File: config.mk
export PLATFORM = sky130hd
export DESIGN_NAME = debug_bridge_flat
export DESIGN_NICKNAME = d
export VERILOG_FILES = /design/src/rtl/debug_bridge_pkg.sv /design/src/rtl/debug_bridge_if.sv /design/src/rtl/debug_bridge.sv /design/src/flat_wrapper.sv
export SDC_FILE = /design/constraint.sdc
export NUM_CORES = 1
export LEC_CHECK = 0
export CAP_MARGIN = 40
export CORE_ASPECT_RATIO = 2
export CORE_MARGIN = 2
export CORE_UTILIZATION = 47
export CTS_CLUSTER_SIZE = 8
export DETAILED_ROUTE_END_ITERATION = 10
export PLACE_DENSITY_LB_ADDON = 0.2
export RECOVER_POWER = 50
export SETUP_SLACK_MARGIN = 0.4
export SYNTH_ARGS = -nofsm -noshare
export SYNTH_HDL_FRONTEND = slang
export SYNTH_SLANG_ARGS = --single-unit
File: constraint.sdc
create_clock -name clk -period 3.5 [get_ports clk]
set_input_delay 0.525 -clock clk [delete_from_list [all_inputs] [get_ports clk]]
set_output_delay 0.525 -clock clk [all_outputs]
set_load 0.1 [all_outputs]
File: src/rtl/debug_bridge_pkg.sv
// Shared constants for the UART-to-memory debug bridge: command/response bytes,
// FSM state encodings and a small elaboration-time helper.
package debug_bridge_pkg;

    localparam logic [7:0] CMD_PING  = 8'h50;
    localparam logic [7:0] CMD_HALT  = 8'h48;
    localparam logic [7:0] CMD_GO    = 8'h47;
    localparam logic [7:0] CMD_WRITE = 8'h57;
    localparam logic [7:0] CMD_READ  = 8'h52;
    localparam logic [7:0] RSP_ACK   = 8'h41;
    localparam logic [7:0] RSP_NAK   = 8'h4E;

    typedef logic [3:0] state_t;

    localparam state_t ST_IDLE      = 4'd0;
    localparam state_t ST_GET_ADDR  = 4'd1;
    localparam state_t ST_GET_LEN   = 4'd2;
    localparam state_t ST_GET_DATA  = 4'd3;
    localparam state_t ST_MEM_WR    = 4'd4;
    localparam state_t ST_MEM_RD    = 4'd5;
    localparam state_t ST_SEND_DATA = 4'd6;
    localparam state_t ST_SEND_ACK  = 4'd7;
    localparam state_t ST_SEND_NAK  = 4'd8;

    function automatic int max_int(int a, int b);
        return (a > b) ? a : b;
    endfunction

endpackage

File: src/rtl/debug_bridge_if.sv
// UART byte stream and req/ack memory bus seen by the debug bridge.
// master = bridge side, slave = UART transceiver / memory side.
interface debug_bridge_if #(
    parameter int ADDR_W = 32,
    parameter int DATA_W = 32
);
    logic [7:0]        rx_byte;
    logic              rx_valid;
    logic [7:0]        tx_byte;
    logic              tx_start;
    logic              tx_busy;
    logic              mem_req;
    logic              mem_we;
    logic [ADDR_W-1:0] mem_addr;
    logic [DATA_W-1:0] mem_wdata;
    logic [DATA_W-1:0] mem_rdata;
    logic              mem_ack;

    modport master (
        input  rx_byte, rx_valid, tx_busy, mem_rdata, mem_ack,
        output tx_byte, tx_start, mem_req, mem_we, mem_addr, mem_wdata
    );

    modport slave (
        output rx_byte, rx_valid, tx_busy, mem_rdata, mem_ack,
        input  tx_byte, tx_start, mem_req, mem_we, mem_addr, mem_wdata
    );
endinterface

File: src/rtl/debug_bridge.sv
// UART-to-memory debug bridge: ping, CPU halt/go, burst read/write with address
// auto-increment over a req/ack memory bus, and an inactivity timeout that answers NAK.
module debug_bridge
    import debug_bridge_pkg::*;
#(
    parameter int ADDR_W      = 32,
    parameter int DATA_W      = 32,
    parameter int MAX_BURST   = 16,
    parameter int TIMEOUT_CYC = 100000
) (
    input  logic           clk,
    input  logic           rst,
    debug_bridge_if.master bus,
    output logic           cpu_reset_req,
    output state_t         dbg_state
);

    localparam int ABYTES = ADDR_W / 8;
    localparam int DBYTES = DATA_W / 8;
    localparam int BCW    = $clog2(max_int(ADDR_W, DATA_W) / 8) + 1;
    localparam int TW     = $clog2(TIMEOUT_CYC + 1);

    localparam logic [ADDR_W-1:0] ADDR_STEP = ADDR_W'(DBYTES);
    localparam logic [7:0]        MAX_LEN   = 8'(MAX_BURST);
    localparam logic [BCW-1:0]    ALAST     = BCW'(ABYTES - 1);
    localparam logic [BCW-1:0]    DLAST     = BCW'(DBYTES - 1);
    localparam logic [TW-1:0]     TLAST     = TW'(TIMEOUT_CYC - 1);

    state_t            state, state_nxt;
    logic [BCW-1:0]    byte_cnt;
    logic [7:0]        word_cnt;
    logic [TW-1:0]     tcnt;
    logic [ADDR_W-1:0] addr;
    logic [DATA_W-1:0] data;
    logic              we, req;
    logic              tx_start, tx_hold;
    logic [7:0]        tx_byte;

    logic counting, tx_ready, ack, len_bad, timeout;

    assign counting = state inside {ST_GET_ADDR, ST_GET_LEN, ST_GET_DATA, ST_MEM_WR, ST_MEM_RD};
    // tx_hold spans the start pulse and the busy period, so a byte goes out only
    // after busy has been seen low once and then stays low for another cycle.
    assign tx_ready = !tx_hold && !bus.tx_busy;
    assign ack      = req && bus.mem_ack;
    assign len_bad  = (bus.rx_byte == 8'd0) || (bus.rx_byte > MAX_LEN);

    always_comb begin
        state_nxt = state;
        timeout   = 1'b0;
        case (state)
            ST_IDLE: begin
                if (bus.rx_valid) begin
                    case (bus.rx_byte)
                        CMD_PING, CMD_HALT, CMD_GO: state_nxt = ST_SEND_ACK;
                        CMD_WRITE, CMD_READ:        state_nxt = ST_GET_ADDR;
                        default:                    state_nxt = ST_IDLE;
                    endcase
                end
            end
            ST_GET_ADDR:  if (bus.rx_valid && byte_cnt == ALAST) state_nxt = ST_GET_LEN;
            ST_GET_LEN: begin
                if (bus.rx_valid)
                    state_nxt = len_bad ? ST_SEND_NAK : (we ? ST_GET_DATA : ST_MEM_RD);
            end
            ST_GET_DATA:  if (bus.rx_valid && byte_cnt == DLAST) state_nxt = ST_MEM_WR;
            ST_MEM_WR:    if (ack) state_nxt = (word_cnt > 8'd1) ? ST_GET_DATA : ST_SEND_ACK;
            ST_MEM_RD:    if (ack) state_nxt = ST_SEND_DATA;
            ST_SEND_DATA: begin
                if (tx_ready && byte_cnt == DLAST)
                    state_nxt = (word_cnt != 8'd0) ? ST_MEM_RD : ST_IDLE;
            end
            ST_SEND_ACK:  if (tx_ready) state_nxt = ST_IDLE;
            ST_SEND_NAK:  if (tx_ready) state_nxt = ST_IDLE;
            default:      state_nxt = ST_IDLE;
        endcase
        // Any byte or completion in the expiring cycle wins over the timeout.
        if (counting && state_nxt == state && !bus.rx_valid && tcnt == TLAST) begin
            timeout   = 1'b1;
            state_nxt = ST_SEND_NAK;
        end
    end

    always_ff @(posedge clk or posedge rst) begin
        if (rst) begin
            state         <= ST_IDLE;
            cpu_reset_req <= 1'b1;
            byte_cnt      <= '0;
            word_cnt      <= '0;
            tcnt          <= '0;
            addr          <= '0;
            data          <= '0;
            we            <= 1'b0;
            req           <= 1'b0;
            tx_start      <= 1'b0;
            tx_hold       <= 1'b0;
            tx_byte       <= '0;
        end else begin
            state    <= state_nxt;
            tx_start <= 1'b0;
            if (tx_hold && !tx_start && !bus.tx_busy)
                tx_hold <= 1'b0;
            if (bus.rx_valid || state_nxt != state)
                tcnt <= '0;
            else if (counting)
                tcnt <= tcnt + 1'b1;

            case (state)
                ST_IDLE: begin
                    if (bus.rx_valid) begin
                        case (bus.rx_byte)
                            CMD_HALT:  cpu_reset_req <= 1'b1;
                            CMD_GO:    cpu_reset_req <= 1'b0;
                            CMD_WRITE: we <= 1'b1;
                            CMD_READ:  we <= 1'b0;
                            default:   ;
                        endcase
                    end
                end
                ST_GET_ADDR: begin
                    if (bus.rx_valid) begin
                        addr     <= (addr << 8) | ADDR_W'(bus.rx_byte);
                        byte_cnt <= byte_cnt + 1'b1;
                    end
                end
                ST_GET_LEN: begin
                    if (bus.rx_valid && !len_bad)
                        word_cnt <= bus.rx_byte;
                end
                ST_GET_DATA: begin
                    if (bus.rx_valid) begin
                        data     <= (data << 8) | DATA_W'(bus.rx_byte);
                        byte_cnt <= byte_cnt + 1'b1;
                    end
                end
                ST_MEM_WR, ST_MEM_RD: begin
                    if (timeout) begin
                        req <= 1'b0;
                    end else if (ack) begin
                        req      <= 1'b0;
                        addr     <= addr + ADDR_STEP;
                        word_cnt <= word_cnt - 8'd1;
                        if (state == ST_MEM_RD)
                            data <= bus.mem_rdata;
                    end else if (!req) begin
                        req <= 1'b1;
                    end
                end
                ST_SEND_DATA: begin
                    if (tx_ready) begin
                        tx_start <= 1'b1;
                        tx_hold  <= 1'b1;
                        tx_byte  <= data[DATA_W-1 -: 8];
                        data     <= data << 8;
                        byte_cnt <= byte_cnt + 1'b1;
                    end
                end
                ST_SEND_ACK, ST_SEND_NAK: begin
                    if (tx_ready) begin
                        tx_start <= 1'b1;
                        tx_hold  <= 1'b1;
                        tx_byte  <= (state == ST_SEND_ACK) ? RSP_ACK : RSP_NAK;
                    end
                end
                default: ;
            endcase

            // Every state change starts the next field from its first byte.
            if (state_nxt != state)
                byte_cnt <= '0;
        end
    end

    assign bus.tx_byte   = tx_byte;
    assign bus.tx_start  = tx_start;
    assign bus.mem_req   = req;
    assign bus.mem_we    = we;
    assign bus.mem_addr  = addr;
    assign bus.mem_wdata = data;
    assign dbg_state     = state;

endmodule
File: src/flat_wrapper.sv
// flat-port wrapper written by rule: the top's interface ports become plain ports
module debug_bridge_flat import debug_bridge_pkg::*;
#(
    parameter int ADDR_W      = 32,
    parameter int DATA_W      = 32,
    parameter int MAX_BURST   = 16,
    parameter int TIMEOUT_CYC = 100000
)
  (clk, rst, cpu_reset_req, dbg_state, bus_rx_byte, bus_rx_valid, bus_tx_busy, bus_mem_rdata, bus_mem_ack, bus_tx_byte, bus_tx_start, bus_mem_req, bus_mem_we, bus_mem_addr, bus_mem_wdata);
  debug_bridge_if #(.ADDR_W(ADDR_W), .DATA_W(DATA_W)) bus_i ();
  input  logic clk;
  input  logic rst;
  output logic cpu_reset_req;
  output state_t dbg_state;
  input wire logic [$bits(bus_i.rx_byte)-1:0] bus_rx_byte;
  input wire logic [$bits(bus_i.rx_valid)-1:0] bus_rx_valid;
  input wire logic [$bits(bus_i.tx_busy)-1:0] bus_tx_busy;
  input wire logic [$bits(bus_i.mem_rdata)-1:0] bus_mem_rdata;
  input wire logic [$bits(bus_i.mem_ack)-1:0] bus_mem_ack;
  output wire logic [$bits(bus_i.tx_byte)-1:0] bus_tx_byte;
  output wire logic [$bits(bus_i.tx_start)-1:0] bus_tx_start;
  output wire logic [$bits(bus_i.mem_req)-1:0] bus_mem_req;
  output wire logic [$bits(bus_i.mem_we)-1:0] bus_mem_we;
  output wire logic [$bits(bus_i.mem_addr)-1:0] bus_mem_addr;
  output wire logic [$bits(bus_i.mem_wdata)-1:0] bus_mem_wdata;
  assign bus_i.rx_byte = bus_rx_byte;
  assign bus_i.rx_valid = bus_rx_valid;
  assign bus_i.tx_busy = bus_tx_busy;
  assign bus_i.mem_rdata = bus_mem_rdata;
  assign bus_i.mem_ack = bus_mem_ack;
  assign bus_tx_byte = bus_i.tx_byte;
  assign bus_tx_start = bus_i.tx_start;
  assign bus_mem_req = bus_i.mem_req;
  assign bus_mem_we = bus_i.mem_we;
  assign bus_mem_addr = bus_i.mem_addr;
  assign bus_mem_wdata = bus_i.mem_wdata;
  debug_bridge #(.ADDR_W(ADDR_W), .DATA_W(DATA_W), .MAX_BURST(MAX_BURST), .TIMEOUT_CYC(TIMEOUT_CYC)) u_core (.clk(clk), .rst(rst), .bus(bus_i), .cpu_reset_req(cpu_reset_req), .dbg_state(dbg_state));
endmodule
==> results of run 1 <==
==> path summary, 6_finish.rpt <==
check,cells past startpoint,end,start
min in group asynchronous,2,u_core.tcnt[13]$_DFFE_PP0P_,rst
max in group asynchronous,4,u_core.dbg_state[1]$_DFF_PP0_,rst
min,2,u_core.bus.tx_byte[2]$_DFFE_PP0P_,u_core.bus.tx_byte[2]$_DFFE_PP0P_
min reg2reg,2,u_core.bus.tx_byte[2]$_DFFE_PP0P_,u_core.bus.tx_byte[2]$_DFFE_PP0P_
max,7,u_core.byte_cnt[2]$_DFFE_PP0P_,u_core.dbg_state[2]$_DFF_PP0_
max reg2reg,7,u_core.byte_cnt[2]$_DFFE_PP0P_,u_core.dbg_state[2]$_DFF_PP0_
==> repair_timing <==
| action | in CTS | in global routing |
|---|---|---|
| hold endpoints to repair | 0 | 0 |
| resized for setup | 0 | 1 |
| setup endpoints to repair | 0 | 5 |
==> cell usage in the layout, fill, tap and decap left out, types with 4 or more instances in the layout <==
cell               n
clkbuf_1          37
buf_8             32
buf_16            15
nand4_1           10
a31oi_1           25
clkdlybuf4s50_1  117
nor2_1            92
ha_1               6
nand2_1          121
o31ai_1            4
clkbuf_16          9
xor2_1             6
nor3_2             7
nand3b_1           4
o22ai_1           18
or3_1             13
a21oi_1           76
nand3_1           26
o21ai_0           51
xnor2_1           11
buf_4             19
nor4_1             8
dfrtp_1          105
a2bb2oi_1          4
inv_1             17
nor2b_1            7
and3_1            10
nor3_1            12
a22oi_1           13
dlygate4sd3_1      4
==> routing by layer <==
| layer | global-route usage | vias up | part of all wire |
|---|---|---|---|
| li1 | - | 3074 | - |
| met1 | 0.3251 | 3200 | 0.34 |
| met2 | 0.5652 | 321 | 0.55 |
| met3 | 0.04324 | 94 | 0.052 |
| met4 | 0.1870 | 0 | 0.063 |
| met5 | 0 | - | 0 |
==> flip-flops by register name, indices dropped and copies added, names as in the netlist, 3 cells and up <==
register	flops
u_core.bus.mem_wdata	32
u_core.byte_cnt	3
u_core.bus.tx_byte	8
u_core.tcnt	17
u_core.word_cnt	8
u_core.bus.mem_addr	32
u_core.dbg_state	4
==> cell families (layout without fill, tap and decap cells) <==
| logic type | count (synthesis) | in the layout | synth area share |
|---|---|---|---|
| flip-flops | 109 | 109 | 0.4406 |
| AO/OA/AOI/OAI | 220 | 220 | 0.2129 |
| AND/OR/NAND/NOR | 335 | 335 | 0.2598 |
| XOR/XNOR | 17 | 17 | 0.02404 |
| multiplexers | 3 | 3 | 0.004849 |
| adder cells (fa/ha/maj) | 6 | 6 | 0.01212 |
| buffers and inverters | 68 | 260 | 0.04565 |
| other | 0 | 1 | 0 |
==> critical path, stage by stage, from the launching register on <==
cell and delay (ns):
dfrtp_1 0.66, nor3_1 0.14, or3_1 0.45, or4_4 0.57, or4_4 0.55, a31oi_4 0.20, buf_4 0.24, nor4b_2 0.07
==> cell type report <==
cell class / instances / area [sq um]
repair buffers: 226 / 2411
clock buffers: 9 / 225.2
multi-input cells: 581 / 3204
flip-flops and latches: 109 / 2733
well taps: 152 / 190.2
clock inverters: 7 / 68.82
diodes: 1 / 2.502
inverters: 18 / 68.82
fillers: 997 / 4015
==> stage by stage <==
stage	setup slack [ns]	util	instance area, sq um
after floorplan	0.5390	-	6202
after global placement	0.3251	0.5895	7616
after detailed placement	0.2590	0.6963	8995
after CTS	0.4403	0.7190	9289
after global routing	0.2873	0.6892	8904
final	0.4841	0.6892	8904
==> run summary, run 1 <==
Required time of the critical path: 3.73 ns
Number of global-route vias before repair: 6824
Core area: 0.01292 sq mm
I/O pins: 125
Row count: 59
WHS: 0.4900 ns
Vias: 6689
Remaining antenna violation count: 0
Gpl congestion: 0.9689
RSZ-0062 raised after global routing: no
# hold bufs at CTS: 0
Setup CP Type: flop to flop
Fmax achieved: 331.6 MHz
Final TNS setup: 0 ns
Die Area: 0.01417 sq mm
Largest net degree at the start of global routing: 98
Placed insts: 1086
Final hold viol count: 0
CTS root buf: clkbuf_16
CTS tree: done
Top cells by area, synth: dfrtp_1, nand2_1, a21oi_1, nor2_1, o21ai_0
Maximum clock path buffer count: 2
Synth area leader: dfrtp_1
Postcts setup bufs: 0
I/O Buffers: 124
Most numerous cell in the Yosys netlist: nand2_1
DR pass1 iterations: 5
Syn avg cell area: 8.171 sq um
Slew Limit Fails: 0
Register area share after synthesis: 0.4406
Syn_nets: 809
Reg clk slew, reported paths: 0.08 ns
Worst R2R Setup Slack: 0.48 ns
Initial antenna violation count: 1
Skew final: 0.01418 ns
Clk sinks: 109
Final wirelength: 21990 um
Area grow syn2layout: 43.76%
Rel. slew slack: 0.1748
TritonCTS buffer count: 9
Startpoint types: flop
Top_reg_cell synth: dfrtp_1
Die Width: 85.17 um
Share of layout cells above drive strength 1: 0.1158
Congestion Overflow GR: 0
Post-synth top cells: nand2_1, dfrtp_1, nor2_1
Mapped Cells: 758
FFs w/ async S/R, synth: 1.000
Max H-tree Level: 3
Run status: finished, final reports clean
DR vias/cell: 6.064
Worst-Margin Slew: 1.238 ns
Worst setup EP type: flop
Later-pin clock latency in the skew report: 0.36 ns
Gr usage total: 0.3098
Post-synth cell types: 67
Die height: 166.3 um
Arrival time worst endpoint: 3.25 ns
DR iter-0 viols: 538
HPWL after DPL: 16730 um
Yosys top cell area share: 0.4364
Final period util: 0.8617
First-pass GRT wire length: 34610 um
Netlist Area Pre-Place: 0.006193 sq mm
Final net count: 996
Synth Register Bits: 109
Per-cell routed wire length: 19.93 um
Residual DRC: 0
Max-cap violations: 0
CP Max Fanout: 16
Final count of negative-setup-slack endpoints: 0
Starting Density: 0.4794
Final std cells w/o fill: 1103
Minimum clock period: 3.016 ns
Hold Path Class: flop to flop
Post-synth EDFFs: 0
Yosys warns: 0
Power of run 1 is not shown: default switching activity piles up to over one toggle a cycle in this logic, so the estimate is an artifact.
==> run 2: changes to the inputs <==
--- a/config.mk
+++ b/config.mk
@@ -8,9 +8,10 @@
 export CAP_MARGIN = 40
 export CORE_ASPECT_RATIO = 2
 export CORE_MARGIN = 2
-export CORE_UTILIZATION = 47
+export CORE_UTILIZATION = 58
 export CTS_CLUSTER_SIZE = 8
 export DETAILED_ROUTE_END_ITERATION = 10
+export DONT_BUFFER_PORTS = 1
 export PLACE_DENSITY_LB_ADDON = 0.2
 export RECOVER_POWER = 50
 export SETUP_SLACK_MARGIN = 0.4
==> run 2 against run 1 <==
  * Largest cell class unchanged
  * Die area is 18% lower
  * Critical path depth stayed put
  * Clock skew is 0.0049 ns higher
  * Sequential share of layout area is 5.9 points higher
  * Utilization is 2.3 points higher
  * Worst setup slack worse by 0.18 ns
  * Register-to-register slack worse by 0.18 ns
  * Via count is 6.9% lower
  * Clock-buffer cell count stayed put
  * Cell count is 14% lower
  * Sequential cell count stayed put
  * Worst hold slack worse by 0.30 ns
==> run summary, run 2 (same netlist as run 1, synthesis figures left out) <==
Number of global-route vias before repair: 6355 (-6.9%)
DR vias/cell: 6.557 (+8.1%)
Required time of the critical path: 3.70 ns (-0.03 ns)
Final wirelength: 21290 um (-3.2%)
Area grow syn2layout: 20.48%
Share of layout cells above drive strength 1: 0.1205 (+0.004752)
Max H-tree Level: 3 (unchanged)
Top routing layer used: met4
I/O pins: 125 (unchanged)
Final count of negative-setup-slack endpoints: 0 (unchanged)
Largest net degree at the start of global routing: 110 (+12%)
Hold Path Class: primary input to asynchronous set/reset pin
Arrival time worst endpoint: 3.39 ns (+0.14 ns)
Detail Route met2 WL: 11290 um (-5.9%)
CP Max Fanout: 6 (-10)
# hold bufs at CTS: 0 (unchanged)
Initial antenna violation count: 0 (-1)
Final period util: 0.9117 (+0.05005)
CTS tree: done
Minimum clock period: 3.191 ns (+0.1752 ns)
Startpoint types: flop
RSZ-0062 raised after global routing: no
Critical path's slowest cell: clkbuf_1
Max-cap violations: 0 (unchanged)
Worst R2R Setup Slack: 0.31 ns (-0.18 ns)
Final net count: 859 (-14%)
Fmax achieved: 313.4 MHz (-5.5%)
Fillers: 819 (-18%)
Skew final: 0.01909 ns (+0.004908 ns)
TritonCTS buffer count: 9 (unchanged)
Slew Limit Fails: 0 (unchanged)
Setup CP Type: flop to flop
Gpl congestion: 1.022 (+5.5%)
CTS root buf: clkbuf_16
WHS: 0.1950 ns (-0.2951 ns)
Worst setup EP type: flop
Residual DRC: 0 (unchanged)
First-pass GRT wire length: 33320 um (-3.7%)
CP cell instances: clkbuf_1 -> and4_1 -> nand4_1 -> nor2b_1 -> nand2_1 -> o22ai_1 -> a22oi_1
Most frequent cells in the layout: nand2_1, dfrtp_1, nor2_1, a21oi_1, o21ai_0
Maximum clock path buffer count: 2 (unchanged)
Reg clk slew, reported paths: 0.08 ns (about the same)
Core area: 0.01048 sq mm (-19%)
Starting Density: 0.5911 (+0.1117)
Final hold viol count: 0 (unchanged)
Later-pin clock latency in the skew report: 0.36 ns (about the same)
Remaining antenna violation count: 0 (unchanged)
Die Width: 77.07 um (-9.5%)
Finished Cell Area: 0.007462 sq mm (-16%)
Slowest stage delay, CP: 1.08 ns (+0.42 ns)
Ant diodes: 0 (-1)
I/O Buffers: 0 (-100%)
DR iter-0 viols: 445 (-17%)
Vias: 6229 (-6.9%)
DR pass1 iterations: 5 (unchanged)
Final TNS setup: 0 ns (unchanged)
Buf/Inv on CP: 1 (unchanged)
Rel. slew slack: 0.008716 (-0.1661)
Family with the most delay on the worst path: simple AND/OR/NAND/NOR gates
Die Area: 0.01157 sq mm (-18%)
Met3 wire length: 1521 um (+32%)
Run status: finished, final reports clean
Congestion Overflow GR: 0 (unchanged)
Row count: 53 (-10%)
Die height: 150.1 um (-9.7%)
Gr usage total: 0.3732 (+0.06339)
Per-cell routed wire length: 22.41 um (+12%)
Clk sinks: 109 (unchanged)
Wl on met1: 6877 um (-7.9%)
HPWL after DPL: 15460 um (-7.6%)
Worst-Margin Slew: 1.487 ns (+0.2492 ns)
Commonest non-fill, non-tap cell in the layout: nand2_1
DP Area: 0.007707 sq mm (-14%)
[run 2: changes by cell type in the layout (fill, tap and decap cells not counted), sizes merged]
| cell | before | now |
|---|---|---|
| bufinv | 0 | 1 |
| clkdlybuf4s50 | 117 | 0 |
| clkbuf | 47 | 45 |
| clkinvlp | 2 | 1 |
| buf | 67 | 53 |
| diode | 1 | 0 |
| dlygate4sd3 | 4 | 0 |
[run 2: worst paths after layout]
kind                                                      from                                   to  cells past startpoint
hold / removal                                             rst       u_core.bus.mem_req$_DFFE_PP0N_                      2
max in group asynchronous                                  rst        u_core.dbg_state[2]$_DFF_PP0_                      2
setup / recovery           u_core.bus.mem_addr[20]$_DFFE_PP0P_  u_core.bus.mem_addr[26]$_DFFE_PP0P_                      7
min in group clk                                  bus_rx_valid           u_core.tcnt[1]$_DFFE_PP0P_                      1
hold reg to reg              u_core.bus.tx_byte[2]$_DFFE_PP0P_    u_core.bus.tx_byte[2]$_DFFE_PP0P_                      2
setup reg to reg           u_core.bus.mem_addr[20]$_DFFE_PP0P_  u_core.bus.mem_addr[26]$_DFFE_PP0P_                      7
[run 2: cell type report]
type	count	area, sq um	share of cell area
sequential	109	2734	0.3664
clock buffer	9	225.2	0.03018
multi-input combinational	581	3209	0.4301
clock inverter	7	100.1	0.01341
timing repair buffer	89	953.4	0.1278
tap	137	171.4	0.02297
inverter	18	68.82	0.009222
[run 2: through the flow]
stage          worst slack, ns    util  std cells
6_report                0.3089  0.7122        950
5_1_grt                 0.2238  0.7122        950
4_1_cts                 0.4369  0.7667        950
3_5_place_dp            0.4427  0.7356        934
3_3_place_gp            0.5216  0.6238        891
2_1_floorplan           0.5390       -        758
[run 2: metal layers]
layer,up-vias,global-route usage
li1,2798,-
met1,2960,0.3765
met2,350,0.6746
met3,121,0.09592
met4,0,0.2384
met5,-,0
[run 2: timing repair]
| action | 4_1_cts | 5_1_grt |
|---|---|---|
| setup buffers | 0 | 0 |
| resized for setup | 0 | 2 |
| endpoints found under the setup margin | 0 | 11 |
Power of run 2 is left out for the same reason.
==> run 3: changes to the inputs <==
--- a/config.mk
+++ b/config.mk
@@ -8,13 +8,14 @@
 export CAP_MARGIN = 40
 export CORE_ASPECT_RATIO = 2
 export CORE_MARGIN = 2
-export CORE_UTILIZATION = 58
+export CORE_UTILIZATION = 64
 export CTS_CLUSTER_SIZE = 8
 export DETAILED_ROUTE_END_ITERATION = 10
 export DONT_BUFFER_PORTS = 1
 export PLACE_DENSITY_LB_ADDON = 0.2
 export RECOVER_POWER = 50
 export SETUP_SLACK_MARGIN = 0.4
+export SLEW_MARGIN = 10
 export SYNTH_ARGS = -nofsm -noshare
 export SYNTH_HDL_FRONTEND = slang
 export SYNTH_SLANG_ARGS = --single-unit
==> constraint.sdc (replaced) <==
create_clock -name clk -period 3.3 [get_ports clk]
set_input_delay 0.495 -clock clk [delete_from_list [all_inputs] [get_ports clk]]
set_output_delay 0.495 -clock clk [all_outputs]
set_load 0.1 [all_outputs]
==> run 3 against run 2 <==
  * The run now ends with design-rule violations, max-capacitance violations, max-slew violations left
  * Register-to-register slack got worse by 0.16 ns
  * Clock-buffer cell count increased by 2
  * Worst setup slack got worse by 0.16 ns
  * Routed wire length increased by 21%
  * Critical path depth unchanged
  * First-iteration DRC count increased to 2.7 times the previous value
  * Die area decreased by 9.0%
  * Utilization increased by 9.2 points
  * Critical path type unchanged
==> run summary, run 3 (same netlist as run 1, synthesis figures left out) <==
Remaining antenna violation count: 0 (unchanged)
Congestion Overflow GR: 0 (unchanged)
Fillers: 524 (-36%)
Hold Path Class: primary input to flop
Startpoint types: flop
Largest net degree at the start of global routing: 98 (-11%)
Share of layout cells above drive strength 1: 0.1304 (+0.009843)
Rel. slew slack: -0.09269 (-0.1014)
Worst setup EP type: flop
Residual DRC: 1 (+1)
Placed insts: 937 (+0.32%)
RSZ-0062 raised after global routing: yes
Commonest non-fill, non-tap cell in the layout: nand2_1
Final TNS setup: 0 ns (unchanged)
Run status: finished with violations
Slew Limit Fails: 67 (+67)
Most frequent cells in the layout: nand2_1, dfrtp_1, nor2_1, a21oi_1, o21ai_0
Final period util: 0.9540 (+0.04227)
Starting Density: 0.6600 (+0.06888)
I/O pins: 125 (unchanged)
Die height: 143.1 um (-4.7%)
Later-pin clock latency in the skew report: 0.37 ns (about the same)
First-pass GRT wire length: 37060 um (+11%)
Violated checks: design-rule violations, max-capacitance violations, max-slew violations
Final count of negative-setup-slack endpoints: 0 (unchanged)
Max H-tree Level: 3 (unchanged)
Clk sinks: 109 (unchanged)
Vias: 7150 (+15%)
Multi-input gate area in the final layout: 0.003252 sq mm (+1.3%)
Gr usage total: 0.4752 (+0.1020)
Final hold viol count: 0 (unchanged)
Maximum clock path buffer count: 2 (unchanged)
Fmax achieved: 317.6 MHz (+1.4%)
Max-cap violations: 1 (+1)
Arrival time worst endpoint: 3.37 ns (-0.02 ns)
Hold depth: 1
DR vias/cell: 7.425 (+13%)
I/O Buffers: 0 (unchanged)
Reg clk slew, reported paths: 0.08 ns (about the same)
CP Max Fanout: 6 (unchanged)
Per-cell routed wire length: 26.78 um (+19%)
Final std cells w/o fill: 963 (+1.4%)
Number of global-route vias before repair: 7015 (+10%)
CTS tree: done
Required time of the critical path: 3.52 ns (-0.18 ns)
Area grow syn2layout: 21.92%
Skew final: 0.01783 ns (-0.001256 ns)
Reg area: 0.002735 sq mm (about the same)
Worst-Margin Slew: 1.639 ns (+0.1521 ns)
Die Area: 0.01053 sq mm (-9.0%)
FF-to-FF path depth: 7 (unchanged)
Minimum clock period: 3.148 ns (-0.04286 ns)
Core area: 0.009384 sq mm (-10%)
Ant diodes: 0 (unchanged)
DR iter-0 viols: 1182 (+170%)
Final wirelength: 25790 um (+21%)
Row count: 50 (-5.7%)
Initial antenna violation count: 0 (unchanged)
Final net count: 905 (+5.4%)
Die Width: 73.56 um (-4.6%)
CTS root buf: clkbuf_16
DR pass1 iterations: 11 (+6)
Gpl congestion: 1.013 (-0.86%)
TritonCTS buffer count: 9 (unchanged)
HPWL after DPL: 17120 um (+11%)
Setup CP Type: flop to flop
-- run 3: cell types whose count changed in the layout (fill, tap and decap cells not counted), moves of 2 or more --
cell,previous run,this run
buf_1,0,34
buf_16,20,14
buf_4,31,40
buf_6,0,2
clkbuf_1,36,40
clkinv_8,2,0
clkinvlp_4,0,2
-- run 3: layout make-up --
| type | count | share of cell area |
|---|---|---|
| multi-input combinational | 581 | 0.4307 |
| sequential | 109 | 0.3622 |
| timing repair buffer | 135 | 0.1400 |
| clock buffer | 11 | 0.03215 |
| tap | 104 | 0.01723 |
| inverter | 18 | 0.009114 |
| clock inverter | 5 | 0.008616 |
-- run 3: worst paths after layout --
path / end / slack, ns / startpoint
min reg2reg: u_core.bus.mem_addr[0]$_DFFE_PP0P_ / 0.53 / u_core.bus.mem_addr[0]$_DFFE_PP0P_
max: u_core.tcnt[1]$_DFFE_PP0P_ / 0.15 / u_core.word_cnt[4]$_DFFE_PP0P_
min: u_core.tcnt[0]$_DFFE_PP0P_ / 0.20 / bus_rx_valid
max in group asynchronous: u_core.word_cnt[0]$_DFFE_PP0P_ / 0.84 / rst
min in group asynchronous: u_core.tcnt[10]$_DFFE_PP0P_ / 0.53 / rst
max reg2reg: u_core.tcnt[1]$_DFFE_PP0P_ / 0.15 / u_core.word_cnt[4]$_DFFE_PP0P_
-- run 3: metal layers --
metal / up-vias / part of all wire / GRT usage / wire length, um
met5: - / 0 / 0 / 0
met4: 0 / 0.11 / 0.4344 / 2863
met3: 273 / 0.11 / 0.1665 / 2800
met2: 695 / 0.50 / 0.7867 / 12810
met1: 3282 / 0.28 / 0.4320 / 7318
li1: 2900 / - / - / -
-- run 3: through the flow --
stage                     area [sq um]  utilization  setup WS (ns)  hold slack [ns]
after floorplan                   6202            -         0.4838           0.4716
after global placement            6480       0.6905         0.3184           0.4967
after detailed placement          7823       0.8336         0.1913           0.2925
after CTS                         8165       0.8701         0.4032           0.1932
after global routing              7551       0.8047         0.1467           0.2088
final                             7551       0.8047         0.1518           0.1998
-- run 3: critical path, stage by stage, from the launching register on --
cell and delay (ns):
dfrtp_1 0.49, or4_1 0.68, o41ai_1 0.53, nand2_1 0.15, and3_1 0.25, o32a_4 0.34, buf_4 0.17, nor4_1 0.40
-- run 3: repair_timing --
action,4_1_cts,5_1_grt
resized for setup,5,8
setup endpoints to repair,12,30
hold buffers,1,0
endpoints found under the hold margin,3,0
pin swaps,2,2
buffers inserted,0,5
Power of run 3 is left out for the same reason.
